**src/rtl/arbitro_rr_4.sv**
```systemverilog
// Four-channel round-robin arbiter driving the select of the downstream 4:1 data mux.
// Grants are registered, held up to HOLD cycles, and always followed by one idle gap cycle.
module arbitro_rr_4 #(
  parameter int HOLD = 8,
  parameter int CW   = 8
) (
  input  logic       i_clk,
  input  logic       i_rst,
  input  logic [3:0] i_req,
  output logic [1:0] o_sel,
  output logic [3:0] o_gnt,
  output logic       o_busy
);

  typedef enum logic {
    S_IDLE,
    S_GRANT
  } state_t;

  localparam logic [CW-1:0] HOLD_LAST = CW'(HOLD - 1);

  state_t          r_state;
  logic [CW-1:0]   r_cnt;
  logic [1:0]      r_last;

  logic            w_found;
  logic [1:0]      w_idx;
  logic [1:0]      w_cand;

  // Search last+1, last+2, last+3, last; the 2-bit add wraps modulo 4.
  always_comb begin
    w_found = 1'b0;
    w_idx   = r_last;
    w_cand  = r_last;
    for (int k = 1; k <= 4; k++) begin
      w_cand = r_last + 2'(k);
      if (!w_found && i_req[w_cand]) begin
        w_found = 1'b1;
        w_idx   = w_cand;
      end
    end
  end

  always_ff @(posedge i_clk or posedge i_rst) begin
    if (i_rst) begin
      r_state <= S_IDLE;
      r_cnt   <= '0;
      r_last  <= 2'd3;
      o_sel   <= 2'd0;
      o_gnt   <= 4'd0;
      o_busy  <= 1'b0;
    end else begin
      case (r_state)
        S_IDLE: begin
          if (w_found) begin
            o_gnt   <= 4'b0001 << w_idx;
            o_sel   <= w_idx;
            o_busy  <= 1'b1;
            r_cnt   <= '0;
            r_state <= S_GRANT;
          end else begin
            o_gnt  <= 4'd0;
            o_busy <= 1'b0;
          end
        end
        S_GRANT: begin
          // o_sel is left untouched on release so the mux input stays stable.
          if (!i_req[o_sel] || (r_cnt == HOLD_LAST)) begin
            o_gnt   <= 4'd0;
            o_busy  <= 1'b0;
            r_last  <= o_sel;
            r_cnt   <= '0;
            r_state <= S_IDLE;
          end else begin
            r_cnt <= r_cnt + 1'b1;
          end
        end
        default: begin
          r_state <= S_IDLE;
          o_gnt   <= 4'd0;
          o_busy  <= 1'b0;
        end
      endcase
    end
  end

endmodule

```
**config.mk**
```make
export PLATFORM = sky130hd
export DESIGN_NAME = arbitro_rr_4
export DESIGN_NICKNAME = d
export VERILOG_FILES = /design/src/rtl/arbitro_rr_4.sv
export SDC_FILE = /design/constraint.sdc
export NUM_CORES = 1
export LEC_CHECK = 0
export ABC_CLOCK_PERIOD_IN_PS = 5040
export CAP_MARGIN = 20
export CORE_AREA = 2 2 60 45
export DETAILED_ROUTE_END_ITERATION = 12
export DIE_AREA = 0 0 62 47
export PLACE_DENSITY = 0.66
export REMOVE_ABC_BUFFERS = 1
export SLEW_MARGIN = 30
export SYNTH_ARGS = -nofsm -noshare
export SYNTH_HDL_FRONTEND = slang
export SYNTH_SLANG_ARGS = --single-unit
```
**constraint.sdc**
```tcl
create_clock -name i_clk -period 5.04 [get_ports i_clk]
set_clock_uncertainty 0.2 [all_clocks]
set_input_delay 0.504 -clock i_clk [delete_from_list [all_inputs] [get_ports i_clk]]
set_output_delay 0.504 -clock i_clk [all_outputs]
set_load 0.005 [all_outputs]
```
### Yosys cells after proc, flatten, opt, wreduce, memory -nomap -nowiden

Index checks and enable logic that the tools add are counted.

* register bits: 18
* output and inout port bits: 7
* word-level logic and storage cells: 59

* $add $sub $neg: 4
* $lt $le $gt $ge: 5
* equality and inequality tests: 3
* shift-type cells: 1
* mux-type cells: 29
* bitwise operators: 1
* reduce and logical (&&, ||, !) cells: 10

Operators with widths (number)
* $mux W8: 2
* $pmux W8 S2: 1
* $lt A2 B3 Y1 const B: 5
* $mux W1: 12
* $bmux W1 S2: 5
* $add A8 B1 Y8 const B: 1
* $eq A8 B3 Y1 const B: 1
* $mux W2: 4
* $mux W4: 2
* $pmux W4 S2: 1
* $add A2 B2 Y2 const B: 2
* $logic_not A1 Y1: 4
* $pmux W1 S2: 2
* $reduce_and A2 Y1: 2
* $shl A1 B2 Y4 const A: 1
* $logic_and A1 B1 Y1: 3
* $add A2 B1 Y2 const B: 1
* $ne A2 B1 Y1 const B: 1
* $ne A2 B2 Y1 const B: 1
* $logic_or A1 B1 Y1: 1
* $not A1 Y1: 1

### Logic depth before layout (Yosys ltp)

Gate-level depths: netlist of run 1.

* word-level depth: 16
* gate-level depth with buffers: 6
* mapped depth without buffers: 5

### Least setup slack after synthesis of run 1

No wires, ideal clock.

* kind: input to register
* start point: input i_req[3]
* end point: register o_gnt[2]
* library setup time: 121 ps
* arrival: 1519 ps
* data required time: 4719 ps
* setup slack: 3200 ps
* stages: 4
* cell sequence: mux4_2 o211a_2 buf_6 a22o_1

* cells in the longest elaborated chain, start to end: 15

RTL lines
* start, declared: RTL line 9 `input logic [3:0] i_req,`
* $bmux W1 S2: RTL line 37 `if (!w_found && i_req[w_cand]) begin`
* $mux W1 (implied by the code): RTL line 37
* $mux W1: RTL line 37
* $logic_not A1 Y1: RTL line 37
* $logic_and A1 B1 Y1: RTL line 37
* $mux W1: RTL line 37
* $logic_not A1 Y1: RTL line 37
* $logic_and A1 B1 Y1: RTL line 37
* $mux W1: RTL line 37
* $logic_not A1 Y1: RTL line 37
* $logic_and A1 B1 Y1: RTL line 37
* $mux W2: RTL line 37
* $shl A1 B2 Y4: RTL line 56 `o_gnt <= 4'b0001 << w_idx;`
* $mux W4: RTL line 55 `if (w_found) begin`
* $pmux W4 S2: RTL line 53 `case (r_state)`
* end signal, assigned: RTL line 56
* end, declared: RTL line 11 `output logic [3:0] o_gnt,`

Several ways; a longest one is shown, not always the timed one. The select of a mux whose other input is x is not followed.
A chain may end at the register's enable or synchronous reset.

### Final worst setup path of run 1

* start point: input i_req[3]
* end point: register r_cnt[0]

* cells in the longest elaborated chain, start to end: 13

RTL lines
* $bmux W1 S2: RTL line 37
* $mux W1 (implied by the code): RTL line 37
* $mux W1: RTL line 37
* $logic_not A1 Y1: RTL line 37
* $logic_and A1 B1 Y1: RTL line 37
* $mux W1: RTL line 37
* $logic_not A1 Y1: RTL line 37
* $logic_and A1 B1 Y1: RTL line 37
* $mux W1: RTL line 37
* $logic_not A1 Y1: RTL line 37
* $logic_and A1 B1 Y1: RTL line 37
* $mux W1: RTL line 37
* $ne A2 B2 Y1 (no line)
* end signal, assigned: RTL line 75 `r_cnt <= r_cnt + 1'b1;`
* end, declared: RTL line 23 `logic [CW-1:0] r_cnt;`

Several ways; a longest one is shown, not always the timed one. The select of a mux whose other input is x is not followed.

==> summary.md, run 1 <==
| Metric | Value |
|---|---|
| Grt ovf | `0` |
| Num Clock Sinks | `18` |
| Part of the Yosys area used for sequential elements | `between 40% and 50%` |
| Final period demand of the worst path | `around 2.2 ns` |
| Post_cts resized | `0` |
| Endpoints failing setup | `0` |
| Endpoint kind of the worst setup timing path | `flip-flop` |
| Max VDD drop | `approximately 0.00026 V` |
| Pin count of the biggest net entering global routing | `19` |
| Master cell of the clock root buffer | `clkbuf_4` |
| Critical path data arrival time | `about 2.2 ns` |
| R2r worst-path depth | `4` |
| Accumulated negative setup slack | `0 ns` |
| Average wire length per cell after detail routing | `around 13 µm` |
| Number of hold buffers added after cts | `0` |
| Fin Hold WS | `approximately 0.28 ns` |
| Element type at the critical path start | `input pin` |
| Initial antenna violation count | `0` |
| Count of non-filler cells in the finished layout | `140` |
| H-tree lvl count | `1` |
| Area of the die | `roughly 0.0029 mm²` |
| Final cycle utilization of the critical path | `around 44%` |
| Reported leakage power | `~0.48 nW` |
| Die outline width | `around 62 µm` |
| Wire length after detailed routing | `approximately 1900 µm` |
| Synthesized area divided by synthesized cell count | `a little over 10 µm²` |
| Filler cell count | `about 220` |
| Multi-input gate area | `475.5 µm²` |
| Final HPWL DP | `1432 µm` |
| Antenna cells | `0` |
| Worst min-delay path class | `flip-flop to flip-flop` |
| Worst skew pair latency | `between 0.2 and 0.3 ns` |
| Length of the first detailed-routing pass in iterations | `5` |
| Power density of the placed cells | `501.1 mW/mm²` |
| Switching share of power | `between 30% and 40%` |
| Multiplexer area fraction after synthesis | `about 8.1%` |
| Parity-gate share of the synthesized area counting xor and xnor cells | `0.9126%` |
| Crit path max-delay family | `simple AND/OR/NAND/NOR gates` |
| Post-layout net count | `between 100 and 150` |
| Critical R2R Launch | `r_last[1]$_DFFE_PP1P_` |
| Yosys cell types | `37` |
| Relative contribution of the clock network to total power | `approximately 15%` |
| Top-level I/O count | `13` |
| Count of buffering cells on the critical path with inverters included | `1` |
| Count of routing violations after the opening detailed-route iteration | `50` |
| Vias in the first global route | `731` |
| Ys flop type | `dfrtp_1` |
| Critical path start-end classification | `input pin to flip-flop` |
| Core box area | `~0.0023 mm²` |
| Share of synthesized flip-flops with an asynchronous set or reset | `100.0%` |
| Number of buffers inserted to repair setup after CTS | `0` |
| Fraction of the mapped netlist area in compound gates | `19.43%` |
| Result of the run | `finished, final reports clean` |
| Number of synthesized flops with an enable pin | `0` |
| Starting Density | `between 40% and 50%` |
| Final core area utilization | `between 40 and 50%` |
| Largest family of logic cells by synthesized area | `simple AND/OR/NAND/NOR gates` |
| GR Util All Layers | `about 16%` |
| Cell total after placement | `136` |
| Area of the mapped netlist | `around 960 µm²` |
| IO buf count | `12` |
| Post-route total power | `around 570 µW` |
| Most frequent cells in the layout | `16 x dfrtp_1, 12 x clkdlybuf4s50_1, 10 x nand2_1, 7 x nor2_1, 6 x a21oi_1` |
| RSZ-0062 raised after global routing | `no` |
| Crit path largest cell delay | `about 0.52 ns` |
| Count of unresolved DRC violations after routing | `0` |
| Hold path startpoint | `o_gnt[3]$_DFFE_PP0P_` |
| Clock buffers created by TritonCTS | `3` |
| Net Switching | `194.0 µW` |
| Area share of fa/ha/maj cells after synthesis | `1.304%` |
| Remaining antenna violation count after routing | `0` |
| Final Slew Violations | `0` |
| Part of the total power dissipated in combinational logic | `a little over two fifths` |
| Std-Cell Rows | `15` |
| Internal power of the cells | `roughly 380 µW` |
| Number of hold violations in the final report | `0` |
| Critical R2R Capture | `o_sel[0]$_DFFE_PP0P_` |
| Maximum fanout along the worst path | `7` |
| Maximum operating frequency | `455.7 MHz` |
| Global-route wire length before repair | `~3500 µm` |
| Vias after detailed routing | `between 700 and 800` |
| Area Overhead vs Synth | `18.64%` |
| Max clock buf depth | `2` |
| Most common library cell in the layout ignoring fill and taps | `dfrtp_1` |
| Relative slew slack | `between 50% and 60%` |
| Number of warnings issued by yosys | `0` |
| Worst hold path stage count | `2` |
| Detail-routed via count per cell | `between 5 and 6` |
| CP required | `around 5 ns` |
| Register Area | `between 400 and 500 µm²` |
| # Max-Cap Violations | `0` |
| Sequential Power Share | `between 40 and 50%` |
| CTS tree | `yes` |
| Simple-gate share of the synthesized area | `about a fifth` |
| Capture endpoint of the worst hold path | `o_gnt[3]$_DFFE_PP0P_` |
| Syn Inst Count | `93` |
| Slew @ Worst Pin | `about 0.67 ns` |
| Clock-pin slew of the registers on the worst-case setup and hold paths | `around 0.1 ns` |
| Register bit count reported by yosys | `18` |
| Final Wtd Congestion | `around 0.84` |
| Cell Chain, Critical Path | `clkdlybuf4s50_1, nor4_1, nor2b_1, mux2_2` |
| Fraction of layout instances using a drive strength above 1 | `roughly 20%` |
| Minimum setup slack among reg-to-reg paths | `roughly 3.2 ns` |
| Slowest stage cell on the critical path | `clkdlybuf4s50_1` |
| Vertical die dimension | `roughly 47 µm` |
[worst register-to-register path: stages, from the launching register on]
cell and delay [ns]:
dfstp_2 0.61, mux2i_1 0.21, nor2_1 0.07, nor4b_1 0.47
nor2_1 0.14
[Yosys cell counts, types with 2 or more instances]
cell       n  area, µm²
a21oi_1    6      30.03
mux2_2     4      45.04
dfrtp_1   16      400.4
nor3b_1    2      15.01
nand2_1   10      37.54
dfstp_2    2      52.55
a22o_2     3      30.03
o31ai_1    2      15.01
a31oi_1    2      12.51
nor4_1     2      12.51
o211ai_1   2      15.01
nor2_1     7      26.28
inv_1      3      11.26
o21ai_0    4      20.02
nand3_1    5      25.02
nand2b_1   2      12.51
[state kept, by name (all words and copies together), names as in the netlist]
register	flops
o_busy	1
r_state	1
r_last	2
r_cnt	8
o_gnt	4
o_sel	2
[cell families (layout without fill, tap and decap cells)]
group	count (synthesis)	after routing
adder cells (fa/ha/maj)	1	1
flip-flops	18	18
AO/OA/AOI/OAI	26	26
multiplexers	6	6
XOR/XNOR	1	1
buffers and inverters	6	19
AND/OR/NAND/NOR	35	35
[power by group through the flow]
stage          Combinational (mW)  Sequential [mW]  Clock [mW]
3_5_place_dp                0.239            0.249           0
3_3_place_gp                0.237            0.249           0
6_report                    0.239            0.246      0.0859
2_1_floorplan               0.147            0.242           0
5_1_grt                     0.266            0.255      0.0994
4_1_cts                     0.240            0.245      0.0894
[metal layers]
| layer | vias up | routed length [µm] | global-route usage, % |
|---|---|---|---|
| met4 | 0 | 0 | 2.553 |
| met1 | 347 | 990 | 26.21 |
| met2 | 21 | 774 | 22.29 |
| met5 | - | 0 | 0 |
| met3 | 0 | 116 | 4.132 |
| li1 | 370 | - | - |
[area by class of cell]
cell class	count	area share (%)
Timing Repair Buffer	12	10.55
Inverter	3	0.9890
Multi-Input combinational cell	69	41.76
Sequential cell	18	39.78
Clock buffer	4	3.187
Tap cell	34	3.736
[through the flow]
step           cell area, µm²  worst slack, ns
6_report                 1139            2.846
5_1_grt                  1139            2.657
4_1_cts                  1139            2.877
3_5_place_dp             1102            2.546
3_3_place_gp             1102            2.636
2_1_floorplan           939.7            3.236
[worst max-delay path by stage]
stage | from | to | cells after the start
after detailed placement | i_req[3] | r_cnt[0]$_DFFE_PP0P_ | 4
after global placement | i_req[3] | r_cnt[0]$_DFFE_PP0P_ | 4
after CTS | i_req[3] | r_cnt[0]$_DFFE_PP0P_ | 4
after floorplan | i_req[3] | r_cnt[0]$_DFFE_PP0P_ | 3
after global routing | i_req[3] | r_cnt[3]$_DFFE_PP0P_ | 5
final | i_req[3] | r_cnt[0]$_DFFE_PP0P_ | 4
Power figures use the tool's default switching activity.
==> inputs of run 2 (changes only) <==
ABC_CLOCK_PERIOD_IN_PS = 2200   (was 5040)
clock period = 2.2 ns   (was 5.04 ns; I/O delays follow)
==> run 2 against run 1 <==
Global-route usage shrank 0.87 points. Worst setup slack lost 2.5 ns. Routed wire length shrank 0.11%. Hold slack lost 0.19 ns. Sequential share of layout area shrank 1.3 points. Final area grew 3.3%. Clock power grew 130%. Count of clock-buffer cells in the layout is the same. Power grew 130%. First-iteration DRC count shrank 32%. Register-to-register slack lost 2.8 ns. Via count grew 4.9%. Critical path type is now flip-flop to flip-flop. Largest power group unchanged.
==> summary.md, run 2 (synthesis results as in run 1) <==
| Metric | Value |
|---|---|
| Top-level I/O count | `13` |
| Final Slew Violations | `0` |
| Most common library cell in the layout ignoring fill and taps | `dfrtp_1` |
| Initial antenna violation count | `0` |
| Met2 layer usage reported by global route | `between 20% and 30%` |
| Accumulated negative setup slack | `0 ns` |
| Length of the first detailed-routing pass in iterations | `4` |
| Slew @ Worst Pin | `0.6371 ns` |
| Filler cell count | `about 210` |
| Met1 Track Usage GR | `between 20% and 30%` |
| Worst skew pair latency | `a little under 0.3 ns` |
| Fraction of layout instances using a drive strength above 1 | `between 20% and 30%` |
| Top flop regs | `r_cnt: 8 flops, o_gnt: 4 flops` |
| Register ranked first by flip-flop count | `r_cnt` |
| Vias in the first global route | `725` |
| Global-route wire length before repair | `approximately 3200 µm` |
| Maximum operating frequency | `552.7 MHz` |
| GR Util All Layers | `between 10% and 20%` |
| Vertical die dimension | `47 µm` |
| Count of non-filler cells in the finished layout | `145` |
| H-tree lvl count | `1` |
| Antenna cells | `0` |
| Most frequent cells in the layout | `16 x dfrtp_1, 12 x clkdlybuf4s50_1, 10 x nand2_1, 7 x nor2_1, 6 x a21oi_1` |
| Post-layout net count | `119` |
| Remaining antenna violation count after routing | `0` |
| Number of hold buffers added after cts | `0` |
| Final HPWL DP | `~1500 µm` |
| Average wire length per cell after detail routing | `between 10 and 15 µm` |
| Area Overhead vs Synth | `22.56%` |
| Clock buffers created by TritonCTS | `3` |
| # Max-Cap Violations | `0` |
| Final core area utilization | `approximately half` |
| Master cell of the clock root buffer | `clkbuf_4` |
| Die outline width | `about 62 µm` |
| Worst min-delay path class | `input pin to asynchronous set/reset pin` |
| Endpoint kind of the worst setup timing path | `flip-flop` |
| Cell total after placement | `141` |
| Grt ovf | `0` |
| Critical path data arrival time | `around 1.8 ns` |
| Endpoints failing setup | `0` |
| Final cycle utilization of the critical path | `82.25%` |
| IO buf count | `12` |
| Final period demand of the worst path | `1.809 ns` |
| Critical path start-end classification | `flip-flop to flip-flop` |
| Pin count of the biggest net entering global routing | `19` |
| Grt met3 use | `a little under 5%` |
| CTS tree | `yes` |
| Clock-pin slew of the registers on the worst-case setup and hold paths | `~0.1 ns` |
| Num Clock Sinks | `18` |
| Final Wtd Congestion | `~0.8` |
| Reported leakage power | `0.5079 nW` |
| Number of buffers inserted to repair setup after CTS | `0` |
| Power density of the placed cells | `1134 mW/mm²` |
| Count of routing violations after the opening detailed-route iteration | `34` |
| Element type at the critical path start | `flip-flop` |
| Area of the die | `roughly 0.0029 mm²` |
| Maximum fanout along the worst path | `13` |
| Post_cts resized | `0` |
| Result of the run | `finished, final reports clean` |
| RSZ-0062 raised after global routing | `no` |
| Max clock buf depth | `2` |
| Std-Cell Rows | `15` |
| Count of unresolved DRC violations after routing | `0` |
| Core box area | `approximately 0.0023 mm²` |
| Number of hold violations in the final report | `0` |
| Flip-flop count of the largest register, all copies and words added | `8` |
| CP required | `2.19 ns` |
| Detail-routed via count per cell | `5.338` |
| Relative slew slack | `between 50% and 60%` |
| Vias after detailed routing | `between 700 and 800` |
| Most Crowded Layer GR | `met1` |
| Starting Density | `40.91%` |
| Wire length after detailed routing | `1879 µm` |
| Max VDD drop | `0.0006570 V` |
run 2: where the power goes:
group,switching (mW),internal (mW),total [mW]
clock network,0.0992,0.101,0.200
logic,0.237,0.328,0.565
registers,0.114,0.454,0.568
total,0.451,0.883,1.33
run 2: worst paths after layout:
check / cells past startpoint / startpoint / end / slack, ns
setup / recovery: 3 / r_cnt[5]$_DFFE_PP0P_ / r_cnt[0]$_DFFE_PP0P_ / 0.39
hold / removal: 2 / i_rst / r_cnt[3]$_DFFE_PP0P_ / 0.1
setup reg to reg: 3 / r_cnt[5]$_DFFE_PP0P_ / r_cnt[0]$_DFFE_PP0P_ / 0.39
hold reg to reg: 2 / o_gnt[1]$_DFFE_PP0P_ / o_gnt[1]$_DFFE_PP0P_ / 0.30
max in group asynchronous: 2 / i_rst / r_cnt[2]$_DFFE_PP0P_ / 1.29
min in group i_clk: 2 / o_gnt[1]$_DFFE_PP0P_ / o_gnt[1]$_DFFE_PP0P_ / 0.30
run 2: metrics by stage:
stage / hold WS, ns / power, mW / cell area [µm²] / setup WS, ns
6_report: 0.09640 / 1.333 / 1176 / 0.3905
5_1_grt: 0.1829 / 1.443 / 1176 / 0.2587
4_1_cts: 0.1281 / 1.345 / 1176 / 0.3789
3_5_place_dp: 0.2847 / 1.144 / 1140 / 0.08700
3_3_place_gp: 0.2798 / 1.130 / 1140 / 0.1126
2_1_floorplan: -0.04289 / 0.8904 / 939.7 / 0.4542
run 2: critical path, cell delays in order, from the launching register on:
cell and delay, ns:
dfrtp_1 0.44, or3_4 0.42, o211a_2 0.36, mux2_2 0.28
run 2: area by class of cell:
class / instances / area, µm² / share of cell area [%]
clock buffer: 4 / 36.28 / 3.085
sequential: 18 / 452.9 / 38.51
tap: 34 / 42.54 / 3.617
inverter: 3 / 11.26 / 0.9574
timing repair buffer: 17 / 157.7 / 13.40
multi-input combinational: 69 / 475.5 / 40.43
run 2: routing by layer:
layer / routed length [µm] / vias to the layer above
met5: 0 / -
met4: 0 / 0
met3: 108 / 0
met2: 819 / 23
met1: 951 / 373
li1: - / 378
==> inputs of run 3 (changes only) <==
ABC_CLOCK_PERIOD_IN_PS = 1800   (was 2200)
clock period = 1.8 ns   (was 2.2 ns; I/O delays follow)
==> run 3 against run 2 <==
Critical endpoint is now o_sel[1]$_DFFE_PP0P_. The run now ends with negative setup slack left. Clock power rose by 2%. Combinational power is 59% higher. Register-to-register slack worse by 0.42 ns. Count of clock-buffer cells in the layout unchanged. Via count is 11% higher. Hold slack better by 0.19 ns. Cell count rose by 8.3%. Flip-flop and latch count unchanged. Sequential power is 19% higher. Global-route usage up 2.0 points. Utilization increased by 6.3 points. Worst setup slack worse by 0.42 ns.
==> summary.md, run 3 (synthesis results as in run 1) <==
| Metric | Value |
|---|---|
| Result of the run | `complete, but fails checks` |
| Failing checks | `negative setup slack` |
| Detail-routed via count per cell | `roughly 5.5` |
| R2r worst-path depth | `4` |
| GR Util All Layers | `between 10% and 20%` |
| Slew @ Worst Pin | `between 0.3 and 0.4 ns` |
| Maximum fanout along the worst path | `5` |
| H-tree lvl count | `1` |
| Capture endpoint of the worst hold path | `o_gnt[3]$_DFFE_PP0P_` |
| CP required | `about 1.8 ns` |
| Vias in the first global route | `778` |
| Master cell of the clock root buffer | `clkbuf_4` |
| Number of hold violations in the final report | `0` |
| Wire length after detailed routing | `about 2300 µm` |
| Clock buffers created by TritonCTS | `3` |
| Final period demand of the worst path | `around 1.8 ns` |
| Worst skew pair latency | `between 0.2 and 0.3 ns` |
| Count of buffering cells on the critical path with inverters included | `0` |
| Critical R2R Launch | `r_last[0]$_DFFE_PP1P_` |
| Critical path data arrival time | `1.80 ns` |
| Crit path max-delay family | `flip-flops` |
| Global-route wire length before repair | `~3700 µm` |
| # Max-Cap Violations | `0` |
| Minimum setup slack among reg-to-reg paths | `-0.02 ns` |
| Area Overhead vs Synth | `37.94%` |
| Most frequent cells in the layout | `16 x dfrtp_1, 16 x buf_4, 12 x clkdlybuf4s50_1, 10 x nand2_1, 6 x nor2_1` |
| Crit path largest cell delay | `about 0.60 ns` |
| Slowest stage cell on the critical path | `dfstp_2` |
| Top flop regs | `r_cnt: 8 flops, o_gnt: 4 flops` |
| Final HPWL DP | `between 1500 and 2000 µm` |
| Flip-flop count of the largest register, all copies and words added | `8` |
| Endpoints failing setup | `1` |
| Count of routing violations after the opening detailed-route iteration | `76` |
| Clock-pin slew of the registers on the worst-case setup and hold paths | `roughly 0.10 ns` |
| Initial antenna violation count | `0` |
| Count of unresolved DRC violations after routing | `0` |
| Final core area utilization | `56.43%` |
| Relative slew slack | `roughly four fifths` |
| Worst hold path stage count | `2` |
| Vias after detailed routing | `between 800 and 900` |
| Final WS setup | `-0.02452 ns` |
| Post-layout net count | `131` |
| Fraction of layout instances using a drive strength above 1 | `about a third` |
| Antenna cells | `0` |
| IO buf count | `12` |
| Maximum operating frequency | `about 550 MHz` |
| Pin count of the biggest net entering global routing | `19` |
| Element type at the critical path start | `flip-flop` |
| Critical path start-end classification | `flip-flop to flip-flop` |
| Length of the first detailed-routing pass in iterations | `4` |
| Register Area | `between 400 and 500 µm²` |
| Filler cell count | `roughly 220` |
| Remaining antenna violation count after routing | `0` |
| Average wire length per cell after detail routing | `roughly 14 µm` |
| Multi-input gate area | `540.5 µm²` |
| Area of the die | `a little under 0.003 mm²` |
| Final cycle utilization of the critical path | `101.4%` |
| Std-Cell Rows | `15` |
| CTS tree | `yes` |
| Power density of the placed cells | `1345 mW/mm²` |
| Final Slew Violations | `0` |
| Core box area | `between 0.002 and 0.0025 mm²` |
| Endpoint kind of the worst setup timing path | `flip-flop` |
| Max VDD drop | `around 0.00063 V` |
| Reported leakage power | `about 0.58 nW` |
| Num Clock Sinks | `18` |
| Starting Density | `40.91%` |
| Final Wtd Congestion | `approximately 0.83` |
| Hold path startpoint | `o_gnt[3]$_DFFE_PP0P_` |
| RSZ-0062 raised after global routing | `yes` |
| Worst min-delay path class | `flip-flop to flip-flop` |
| Top-level I/O count | `13` |
| Cell Chain, Critical Path | `and3b_2, a211o_1, o31a_2, mux2_4` |
| Register ranked first by flip-flop count | `r_cnt` |
| Fin Hold WS | `roughly 0.29 ns` |
| Die outline width | `roughly 62 µm` |
| Max clock buf depth | `2` |
| Vertical die dimension | `about 47 µm` |
| Grt ovf | `0` |
| Critical R2R Capture | `o_sel[1]$_DFFE_PP0P_` |
-- run 3: worst max path at each step --
| stage | startpoint | endpoint | cells past startpoint |
|---|---|---|---|
| 5_1_grt | r_last[0]$_DFFE_PP1P_ | o_sel[1]$_DFFE_PP0P_ | 4 |
| 2_1_floorplan | o_sel[0]$_DFFE_PP0P_ | r_cnt[0]$_DFFE_PP0P_ | 3 |
| 4_1_cts | r_last[1]$_DFFE_PP1P_ | o_gnt[0]$_DFFE_PP0P_ | 5 |
| 6_report | r_last[0]$_DFFE_PP1P_ | o_sel[1]$_DFFE_PP0P_ | 4 |
| 3_3_place_gp | i_req[3] | r_cnt[0]$_DFFE_PP0P_ | 4 |
| 3_5_place_dp | i_req[3] | r_cnt[0]$_DFFE_PP0P_ | 4 |
-- run 3: area by class of cell --
type,instances,area share [%]
tap,34,3.214
clock buffer,4,1.985
sequential,18,34.22
multi-input combinational,69,40.83
timing repair buffer,29,18.90
inverter,3,0.8507
-- run 3: power by group --
group          switching, mW  total, mW  internal (mW)
Sequential             0.122      0.678          0.556
Combinational          0.380      0.897          0.517
Clock                  0.119      0.205         0.0862
-- run 3: worst reg2reg max path, stage by stage, from the launching register on --
cell     delay [ns]
dfstp_2        0.60
and3b_2        0.24
a211o_1        0.26
o31a_2         0.15
mux2_4         0.27
-- run 3: timing repair --
item                                    CTS  global route
resized for setup                         2             8
hold endpoints to repair                 16             0
endpoints found under the setup margin    4            14
hold buffers                              1             0
setup buffers                             0             0
pin swaps                                 0             1
-- run 3: per-stage QoR --
stage / power (mW) / area [µm²] / setup TNS (ns) / worst slack [ns] / std cells
after floorplan: 1.088 / 939.7 / 0 / 0.05420 / 90
after global placement: 1.459 / 1222 / -2.453 / -0.2291 / 152
after detailed placement: 1.480 / 1222 / -3.113 / -0.2673 / 152
after CTS: 1.719 / 1272 / 0 / 0.01873 / 157
after global routing: 1.906 / 1324 / -0.1281 / -0.05280 / 157
final: 1.780 / 1324 / -0.02452 / -0.02452 / 157
-- run 3: routing by layer --
| layer | up-vias | track usage [%] | wire length [µm] |
|---|---|---|---|
| li1 | 404 | - | - |
| met5 | - | 0 | 0 |
| met1 | 424 | 25.85 | 1111 |
| met2 | 29 | 25.83 | 1038 |
| met4 | 0 | 3.830 | 35 |
| met3 | 4 | 4.132 | 91 |
